[src/rtl/uart_rx_fifo.sv]
// rtl/uart_rx_fifo.sv - 16x oversampled 8N1 receiver with show-ahead byte FIFO and sticky error flags
module uart_rx_fifo #(
  parameter int CLOCK_DIV = 27,
  parameter int DEPTH     = 8
) (
  input  logic                     clock,
  input  logic                     reset,
  input  logic                     rx_signal,
  input  logic                     read,
  input  logic                     clear_errors,
  output logic [7:0]               rx_data,
  output logic                     rx_valid,
  output logic [$clog2(DEPTH):0]   rx_count,
  output logic                     framing_error,
  output logic                     overrun
);

  localparam int AW = $clog2(DEPTH);
  localparam int DW = $clog2(CLOCK_DIV);
  localparam logic [DW-1:0] DIV_LAST = DW'(CLOCK_DIV - 1);
  localparam logic [AW:0]   FULL_CNT = (AW + 1)'(DEPTH);

  typedef enum logic [2:0] {
    S_IDLE,
    S_START,
    S_DATA,
    S_STOP,
    S_WAIT_IDLE
  } state_t;

  // ---------------------------------------------------------------------------
  // Line synchronizer and oversample tick
  // ---------------------------------------------------------------------------
  logic          sync_q;
  logic          rx_s_q;
  logic [DW-1:0] div_q;
  logic [DW-1:0] div_d;
  logic          tick;

  // Two-flop synchronizer; resets to the idle-high line level so reset never looks like a start bit
  always_ff @(posedge clock) begin
    if (reset) begin
      sync_q <= 1'b1;
      rx_s_q <= 1'b1;
    end else begin
      sync_q <= rx_signal;
      rx_s_q <= sync_q;
    end
  end

  assign tick  = (div_q == DIV_LAST);
  assign div_d = tick ? '0 : div_q + 1'b1;

  // Free-running divider producing one tick every CLOCK_DIV clocks
  always_ff @(posedge clock) begin
    if (reset) begin
      div_q <= '0;
    end else begin
      div_q <= div_d;
    end
  end

  // ---------------------------------------------------------------------------
  // Deframing FSM
  // ---------------------------------------------------------------------------
  state_t     state_q;
  logic [3:0] tc_q;
  logic [2:0] bi_q;
  logic [7:0] shift_q;
  logic       stop_hit;
  logic       push;
  logic       frame_err;

  // The stop bit is judged on the same tick edge that the FSM leaves STOP,
  // so the push and the framing flag land on that edge too.
  assign stop_hit  = tick && (state_q == S_STOP) && (tc_q == 4'd15);
  assign push      = stop_hit && rx_s_q;
  assign frame_err = stop_hit && !rx_s_q;

  // Frame sequencing: half a bit to mid-start, then a full bit to each data/stop centre
  always_ff @(posedge clock) begin
    if (reset) begin
      state_q <= S_IDLE;
      tc_q    <= 4'd0;
      bi_q    <= 3'd0;
      shift_q <= 8'h00;
    end else if (tick) begin
      case (state_q)
        S_IDLE: begin
          if (!rx_s_q) begin
            state_q <= S_START;
            tc_q    <= 4'd0;
          end
        end
        S_START: begin
          if (tc_q == 4'd7) begin
            tc_q <= 4'd0;
            bi_q <= 3'd0;
            // A line back high at mid-start was a glitch, not a character
            state_q <= rx_s_q ? S_IDLE : S_DATA;
          end else begin
            tc_q <= tc_q + 4'd1;
          end
        end
        S_DATA: begin
          if (tc_q == 4'd15) begin
            shift_q[bi_q] <= rx_s_q;
            tc_q          <= 4'd0;
            if (bi_q == 3'd7) begin
              state_q <= S_STOP;
            end else begin
              bi_q <= bi_q + 3'd1;
            end
          end else begin
            tc_q <= tc_q + 4'd1;
          end
        end
        S_STOP: begin
          if (tc_q == 4'd15) begin
            tc_q    <= 4'd0;
            // A low stop bit may be a break; wait for the line to recover before hunting again
            state_q <= rx_s_q ? S_IDLE : S_WAIT_IDLE;
          end else begin
            tc_q <= tc_q + 4'd1;
          end
        end
        S_WAIT_IDLE: begin
          if (rx_s_q) begin
            state_q <= S_IDLE;
          end
        end
        default: begin
          state_q <= S_IDLE;
          tc_q    <= 4'd0;
        end
      endcase
    end
  end

  // ---------------------------------------------------------------------------
  // Show-ahead FIFO
  // ---------------------------------------------------------------------------
  logic [7:0]    mem [DEPTH];
  logic [AW-1:0] wr_ptr_q;
  logic [AW-1:0] wr_ptr_d;
  logic [AW-1:0] rd_ptr_q;
  logic [AW-1:0] rd_ptr_d;
  logic [AW:0]   count_q;
  logic [AW:0]   count_d;
  logic          empty;
  logic          full;
  logic          do_pop;
  logic          do_push;
  logic          overrun_evt;

  assign empty = (count_q == '0);
  assign full  = (count_q == FULL_CNT);

  // A pop on the push cycle frees the slot, so a full FIFO can still accept the byte
  assign do_pop      = read && !empty;
  assign do_push     = push && (!full || do_pop);
  assign overrun_evt = push && full && !do_pop;

  assign wr_ptr_d = wr_ptr_q + AW'(do_push);
  assign rd_ptr_d = rd_ptr_q + AW'(do_pop);
  assign count_d  = count_q + (AW + 1)'(do_push) - (AW + 1)'(do_pop);

  // Byte storage; no reset needed because the output is gated while empty
  always_ff @(posedge clock) begin
    if (!reset && do_push) begin
      mem[wr_ptr_q] <= shift_q;
    end
  end

  // Pointer and occupancy bookkeeping
  always_ff @(posedge clock) begin
    if (reset) begin
      wr_ptr_q <= '0;
      rd_ptr_q <= '0;
      count_q  <= '0;
    end else begin
      wr_ptr_q <= wr_ptr_d;
      rd_ptr_q <= rd_ptr_d;
      count_q  <= count_d;
    end
  end

  // Sticky error flags; a new error on the clearing cycle keeps the flag set
  always_ff @(posedge clock) begin
    if (reset) begin
      framing_error <= 1'b0;
      overrun       <= 1'b0;
    end else begin
      if (frame_err) begin
        framing_error <= 1'b1;
      end else if (clear_errors) begin
        framing_error <= 1'b0;
      end
      if (overrun_evt) begin
        overrun <= 1'b1;
      end else if (clear_errors) begin
        overrun <= 1'b0;
      end
    end
  end

  assign rx_valid = !empty;
  assign rx_count = count_q;
  assign rx_data  = empty ? 8'h00 : mem[rd_ptr_q];

endmodule

[config.mk]
export PLATFORM = sky130hd
export DESIGN_NAME = uart_rx_fifo
export DESIGN_NICKNAME = d
export VERILOG_FILES = /design/src/rtl/uart_rx_fifo.sv
export SDC_FILE = /design/constraint.sdc
export NUM_CORES = 1
export LEC_CHECK = 0
export CAP_MARGIN = 5
export CORE_ASPECT_RATIO = 0.7
export CORE_MARGIN = 3
export CORE_UTILIZATION = 60
export CTS_CLUSTER_DIAMETER = 100
export DETAILED_ROUTE_END_ITERATION = 10
export PLACE_DENSITY = 0.79
export SYNTH_ARGS = -nofsm -noshare
export SYNTH_HDL_FRONTEND = slang
export SYNTH_SLANG_ARGS = --single-unit
[constraint.sdc]
create_clock -name clock -period 5.5 [get_ports clock]
set_input_delay 1.375 -clock clock [delete_from_list [all_inputs] [get_ports clock]]
set_output_delay 1.375 -clock clock [all_outputs]
set_load 0.01 [all_outputs]
# Word level (Yosys, flattened, before mapping)
# Memories as Yosys holds them, arrays and structs flattened. A register that Yosys moved wholly into a read port is not among the register bits.
# Cells that the tools add are included.
# word_totals
ff_bits,37
input_bits,5
word_cells,93
output_inout_bits,15
n_memories,1
mem_bits_rw,64
# mem_list
name,depth,width,rd,rd_ports_with_merged_regs,write_ports,line,source
mem,8,8,1,1,1,143,logic [7:0] mem [DEPTH];
# op_classes
magnitude_cmp,2
reduce_logical,27
bitwise_logic,1
n_addsub,7
mux,27
n_eq_ne,16
# op_table
op,n
3-bit two-way mux,11
4-bit case mux with 4 select lines,1
3-bit case mux with 5 select lines,1
4-bit two-way mux,3
2-bit inequality test (second input constant),6
1-bit logical AND,10
8-bit bitwise mux,1
4-bit equality test (second input constant),2
8-bit two-way mux,1
7-bit AND reduction,1
3-bit by 1-bit adder with 3-bit output,2
3-bit by 2-bit equality test with 1-bit output (second input constant),2
3-bit equality test (second input constant),2
1-bit two-way mux,6
3-bit case mux with 2 select lines,1
3-bit AND reduction,2
2-bit nonzero test,3
5-bit by 1-bit adder with 5-bit output (second input constant),1
5-bit equality test (second input constant),1
1-bit logical NOT,5
5-bit AND reduction,1
4-bit by 1-bit adder with 4-bit output,1
4-bit by 1-bit adder with 4-bit output (second input constant),1
4-bit by 3-bit equality test with 1-bit output (second input constant),1
13 further kinds,14

# Depth between registers and ports, before layout
# Gate-level depths: netlist of the first run.
# logic_depth
depth_word,8
ltp_mapped,12
mapped_depth_nobuf,11

# Worst setup path before layout of the first run
# Ideal clock, no wire load.
# synth_timing
kind,register to output
startpoint,"register, netlist name rd_ptr_q[0]"
endpoint,output rx_data[5]
path_slack_ns,2.550
t_required_ns,4.125
arrival_time_ns,1.575
n_path_buf,2
stages_incl_launch_ff,6
path_cell_list,dfxtp_1 -> buf_2 -> buf_2 -> mux4_2 -> mux2i_1 -> nor2_1
# synth_rtl
item,line,source
"end, declared",11,"output logic [7:0] rx_data,"

==> impl_metrics.toml, run 1 <==
[pwr]
comb_power_share_pct = 22.0
p_seq_share_pct = 50.8
p_sw_share_pct = 26.4
p_leak_uw = 0.00159
p_int_uw = 1280
vdd_ir_drop_max_v = 0.000217
p_clk_share_pct = 27.2
power_density_nw_per_um2 = 358
netSwitchingPower_uw = 458

[clock_tree]
htreeDepth = 3
cts_inserted_buffers = 9
clk_path_buf_depth = 2
cts.sinks = 101
holdBufCountCts = 0
clockRootBuffer = "clkbuf_8"
cts_resized = 0
path_clk_slew_ns = 0.09
clock_latency_ns = 0.36
cts_tree = "done"
post_cts.repair.setup_buffers = 0

[detailed_routing]
wl_per_cell_microns = 18.3
num_vias = 2627
drc_errors = 0
dr.pass1.iters = 4
drtIter0Drc = 191
vias_per_cell = 5.88
antenna_left = 0
wirelength_microns = 8190

[synthesis]
syn_area_sq_um = 4390
syn_nets = 351
syn_inst = 331
yosysSeqAreaShare_pct = 60.6
yosys.area.top_type = "edfxtp_1"
async_flop_share_pct = 0
ys_warn_count = 0
yosys-top-cells-area = "edfxtp_1 (44%), dfxtp_1 (17%), mux4_2 (8.2%)"
ys_ff_latch = 101
syn_area_per_cell_sq_um = 13.3
synth_edf_count = 64
synth_ff_type = "edfxtp_1"
synth.top_cell.area_share_pct = 43.7
synth.distinct_cells = 48

[floorplan]
initial_core_util_pct = 63.6
dieArea_sq_um = 8400
io_pins = 20
dieHeight_microns = 77.6
die_w_microns = 108
rows = 25
core-area_sq_um = 6910

[global_routing]
grt_pass1_vias = 2616
grt_start_max_net_pins = 35
grt_first_pass_wirelength_microns = 13700
gr-total-overflow = 0
antenna_found_initial = 0
grt_use_total_pct = 21.8

[worst_setup_path]
startpoint_type = "flop"
crit_path_end = "rx_data[4]"
cp.depth = 4
path_max_fanout = 17
critPathBufInv = 1
crit_required_ns = 4.12
path_delay_family = "flip-flops"
reg2reg_depth = 7
crit_path_start = "rd_ptr_q[0]"
end_kind = "output port"
reg2reg_to = "mem[0][0]"
critPathKind = "reg -> out"
crit_arrival_ns = 2.78
slowest_stage = "dfxtp_1"
reg2reg_from = "div_q[0]"
cp_slowest_stage_delay_ns = 1.05
rrSetupSlack_ns = 2.20
worstPathCellList = "mux4_2, mux2i_1, nor2_1, clkdlybuf4s50_1"

[layout]
nets = 368
antenna_cells = 0
post_route_cells_drive_above_1_share_pct = 11.6
area_delta_synth_final_pct = 10.3

[placement]
hpwl_microns = 5690
portBuffers = 19
place.gp.congestion = 0.803
pre_cts_slack_ns = 1.70

[sta]
worstMarginPinSlew_ns = 1.09
finalHoldViolCount = 0
slew_violations = 0
setup_violations = 0
grt_setup_unrepaired = "false"
timing.final.ws_setup_ns = 1.35
slew_headroom_pct = 27.6
period_share_pct = 75.5
fmax_ghz = 0.241
fin_crit_ns = 4.15
tns_ns = 0
finClkSkew_ns = 0.0131

[min_path]
hold_class = "reg -> reg"

[run]
drv_cap = 0

[outcome]
outcome = "complete, no violations"
cell usage after synthesis (all sizes together), types with 4 or more instances:
| library cell | count |
|---|---|
| o21ai | 7 |
| or2 | 4 |
| clkbuf | 10 |
| nor2b | 7 |
| nand2 | 13 |
| nand4 | 5 |
| dfxtp | 37 |
| mux2i | 13 |
| nand3 | 11 |
| ha | 14 |
| mux4 | 16 |
| xnor2 | 5 |
| buf | 6 |
| nor3 | 6 |
| inv | 11 |
| nor2 | 34 |
| nand2b | 10 |
| and2 | 4 |
| a21oi | 15 |
| edfxtp | 64 |
power by group through the flow:
stage          combinational [uW]  clock [uW]  sequential [uW]
6_report                      382         473              881
2_1_floorplan                 280           0              858
4_1_cts                       386         482              883
3_3_place_gp                  371           0              897
3_5_place_dp                  383           0              900
5_1_grt                       424         519              891
metrics by stage:
stage	utilization [%]	cell area (sq um)	total power [uW]	hold WS [ns]	cells
2_1_floorplan	-	4390	1140	0.389	331
3_3_place_gp	67.1	4640	1270	0.394	431
3_5_place_dp	67.1	4640	1280	0.399	431
4_1_cts	70.1	4850	1750	0.420	447
5_1_grt	70.1	4850	1830	0.433	447
6_report	70.1	4850	1740	0.416	447
cell usage in the layout, fill, tap and decap left out, drive strengths merged, types with 4 or more instances in the layout:
master	instances
mux4	16
dfxtp	37
mux2i	13
xnor2	5
nand4	5
clkdlybuf4s50	19
inv	11
nand3	11
and2	4
nor3	6
nand2	13
edfxtp	64
nor2b	7
a21oi	15
clkbuf	11
ha	14
o21ai	7
or2	4
nand2b	10
nor2	34
cells by family after synthesis:
kind of cell	after synthesis	share of synthesized area (%)
adder cells (fa/ha/maj)	15	4.44
AO/OA/AOI/OAI	35	4.98
buffers and inverters	27	2.90
XOR/XNOR	8	1.59
multiplexers	29	11.2
flip-flops	101	60.6
AND/OR/NAND/NOR	116	14.3
flip-flops by register name, indices dropped and copies added (netlist names):
name and flops:
mem 64, tc_q 4, wr_ptr_q 3, rd_ptr_q 3
rx_s_q 1, shift_q 8, rx_count 4, bi_q 3
framing_error 1, state_q 3, overrun 1, div_q 5
sync_q 1
layer usage:
layer | part of all wire (%) | wire [microns] | global-route usage, % | vias to the layer above
met5 | 0 | 0 | 0 | -
met4 | 1.5 | 127 | 8.07 | 0
met3 | 6.6 | 542 | 6.57 | 11
met2 | 49 | 4030 | 34.0 | 74
met1 | 43 | 3490 | 29.0 | 1272
li1 | - | - | - | 1270
how the worst min path moves through the flow:
stage | from | endpoint | slack (ns) | depth (start not counted)
finish | sync_q | rx_s_q | 0.42 | 1
global route | sync_q | rx_s_q | 0.43 | 1
CTS | sync_q | rx_s_q | 0.42 | 1
floorplan | sync_q | rx_s_q | 0.39 | 1
detailed placement | sync_q | rx_s_q | 0.40 | 1
global placement | sync_q | rx_s_q | 0.39 | 1
area by class of cell:
cell class | instances | area [sq um]
clock buffers | 11 | 153
clock inverters | 5 | 57.6
fillers | 477 | 2060
inverters | 11 | 41.3
multi-input cells | 203 | 1600
flip-flops and latches | 101 | 2660
well taps | 94 | 118
repair buffers | 22 | 213
(Power assumes the default switching activity.)
==> run 2, diff against run 1 <==
Settings changed: CORE_UTILIZATION 60 to 54, PLACE_DENSITY 0.79 to 0.75.
Clock period 5.5 ns to 3.82 ns, I/O delays scaled along.
==> run 2 against run 1 <==
Critical path depth is 1 higher. Via count rose by 0.84%. Highest routed layer unchanged. Design area increased by 3.0%. Count of clock-buffer cells in the layout down 2. Sequential share of layout area fell by 1.6 points. Non-clock buffer count increased by 9. Sequential power increased by 37%. Global-route usage shrank 1.9 points. Cell count up 2.9%. Clock power up 79%.
==> impl_metrics.toml, run 2 (synthesized netlist as in run 1, its figures left out) <==
[min_path]
hold_class = "reg -> reg"

[pwr]
p_leak_uw = 0.00167
p_int_uw = 1950
p_clk_share_pct = 31.7
p_sw_share_pct = 27.0
netSwitchingPower_uw = 722
vdd_ir_drop_max_v = 0.000396
power_density_nw_per_um2 = 536
p_seq_share_pct = 45.3
comb_power_share_pct = 23.0

[detailed_routing]
wirelength_microns = 8350
drc_errors = 0
antenna_left = 0
dr.pass1.iters = 4
drtIter0Drc = 302
num_vias = 2649
wl_per_cell_microns = 18.2
vias_per_cell = 5.76

[global_routing]
grt_pass1_vias = 2538
grt_use_total_pct = 19.9
grt_start_max_net_pins = 35
antenna_found_initial = 0
gr-total-overflow = 0
grt_first_pass_wirelength_microns = 13700

[clock_tree]
post_cts.repair.setup_buffers = 0
clk_path_buf_depth = 2
cts_resized = 0
clockRootBuffer = "clkbuf_16"
path_clk_slew_ns = 0.07
holdBufCountCts = 0
htreeDepth = 3
clock_latency_ns = 0.34
cts_tree = "done"
cts.sinks = 101
cts_inserted_buffers = 9

[sta]
tns_ns = 0
finClkSkew_ns = 0.00831
slew_violations = 0
fin_crit_ns = 3.23
grt_setup_unrepaired = "false"
holdWs_ns = 0.420
worstMarginPinSlew_ns = 0.780
fmax_ghz = 0.310
period_share_pct = 84.5
slew_headroom_pct = 47.9
finalHoldViolCount = 0
setup_violations = 0

[worst_setup_path]
crit_arrival_ns = 2.27
crit_required_ns = 2.86
path_max_fanout = 17
startpoint_type = "flop"
end_kind = "output port"
critPathKind = "reg -> out"
rrSetupSlack_ns = 1.21

[layout]
final.fill_count = 533
top_regs = "mem: 64 flops, shift_q: 8 flops, div_q: 5 flops"
fin_area_sq_um = 4990
instances_no_fill = 460
top_register = "mem"
post_route_cells_drive_above_1_share_pct = 14.1
register_area_sq_um = 2660
multiInputGateArea_sq_um = 1600
largest_reg_flops = 64
layout_commonest_cell = "edfxtp_1"
final_cell_mix = "edfxtp_1 (64), dfxtp_1 (37), nor2_1 (34)"
nets = 377
antenna_cells = 0
area_delta_synth_final_pct = 13.6

[placement]
portBuffers = 19
place.gp.congestion = 0.782
dp_cells = 444
placed_area_sq_um = 4710
hpwl_microns = 5590

[floorplan]
core-area_sq_um = 7580
die_w_microns = 114
dieArea_sq_um = 9270
rows = 26
dieHeight_microns = 81.5
io_pins = 20
initial_core_util_pct = 58.0

[outcome]
outcome = "complete, no violations"

[run]
drv_cap = 0
[run 2: cell types whose count changed in the layout (fill, tap and decap cells not counted), sizes merged]
cell	before	now
clkbuf	11	9
buf	3	12
bufinv	1	0
inv	11	14
[run 2: routing by layer]
layer  routed length [microns]  GRT usage (%)  vias to the layer above  share of wire (%)
met5                         0              0                        -                  0
met4                       101           6.41                        0                1.2
met3                       585           3.98                       10                7.0
met1                      3780           28.8                     1278                 45
met2                      3880           30.6                       74                 46
li1                          -              -                     1287                  -
[run 2: critical path, stage by stage (launching register included)]
cell,delay [ns]
dfxtp_1,0.32
buf_4,0.31
mux4_2,0.55
mux2i_1,0.20
nor2_1,0.06
clkdlybuf4s50_1,0.48
[run 2: layout make-up]
class,instances,share of cell area (%)
flip-flops and latches,101,53.3
well taps,98,2.46
clock buffers,9,4.51
inverters,11,0.827
repair buffers,31,5.61
multi-input cells,203,32.1
clock inverters,7,1.13
[run 2: worst paths after layout]
kind               start          end  depth (start not counted)
min               sync_q       rx_s_q                          1
max          rd_ptr_q[0]   rx_data[4]                          5
max reg2reg  rx_count[1]  rx_count[2]                         10
min reg2reg       sync_q       rx_s_q                          1
[run 2: power groups by stage]
stage               clock [uW]  combinational (uW)  sequential, uW
floorplan                    0                 403            1240
global placement             0                 603            1230
detailed placement           0                 621            1240
CTS                        864                 627            1210
global route               910                 686            1220
finish                     848                 615            1210
[run 2: per-stage QoR]
| step | power, uW | worst slack [ns] | util, % |
|---|---|---|---|
| finish | 2680 | 0.592 | 65.9 |
| global route | 2810 | 0.457 | 65.9 |
| CTS | 2700 | 0.542 | 65.9 |
| detailed placement | 1860 | 0.855 | 62.1 |
| global placement | 1840 | 0.883 | 62.1 |
| floorplan | 1640 | 1.29 | - |
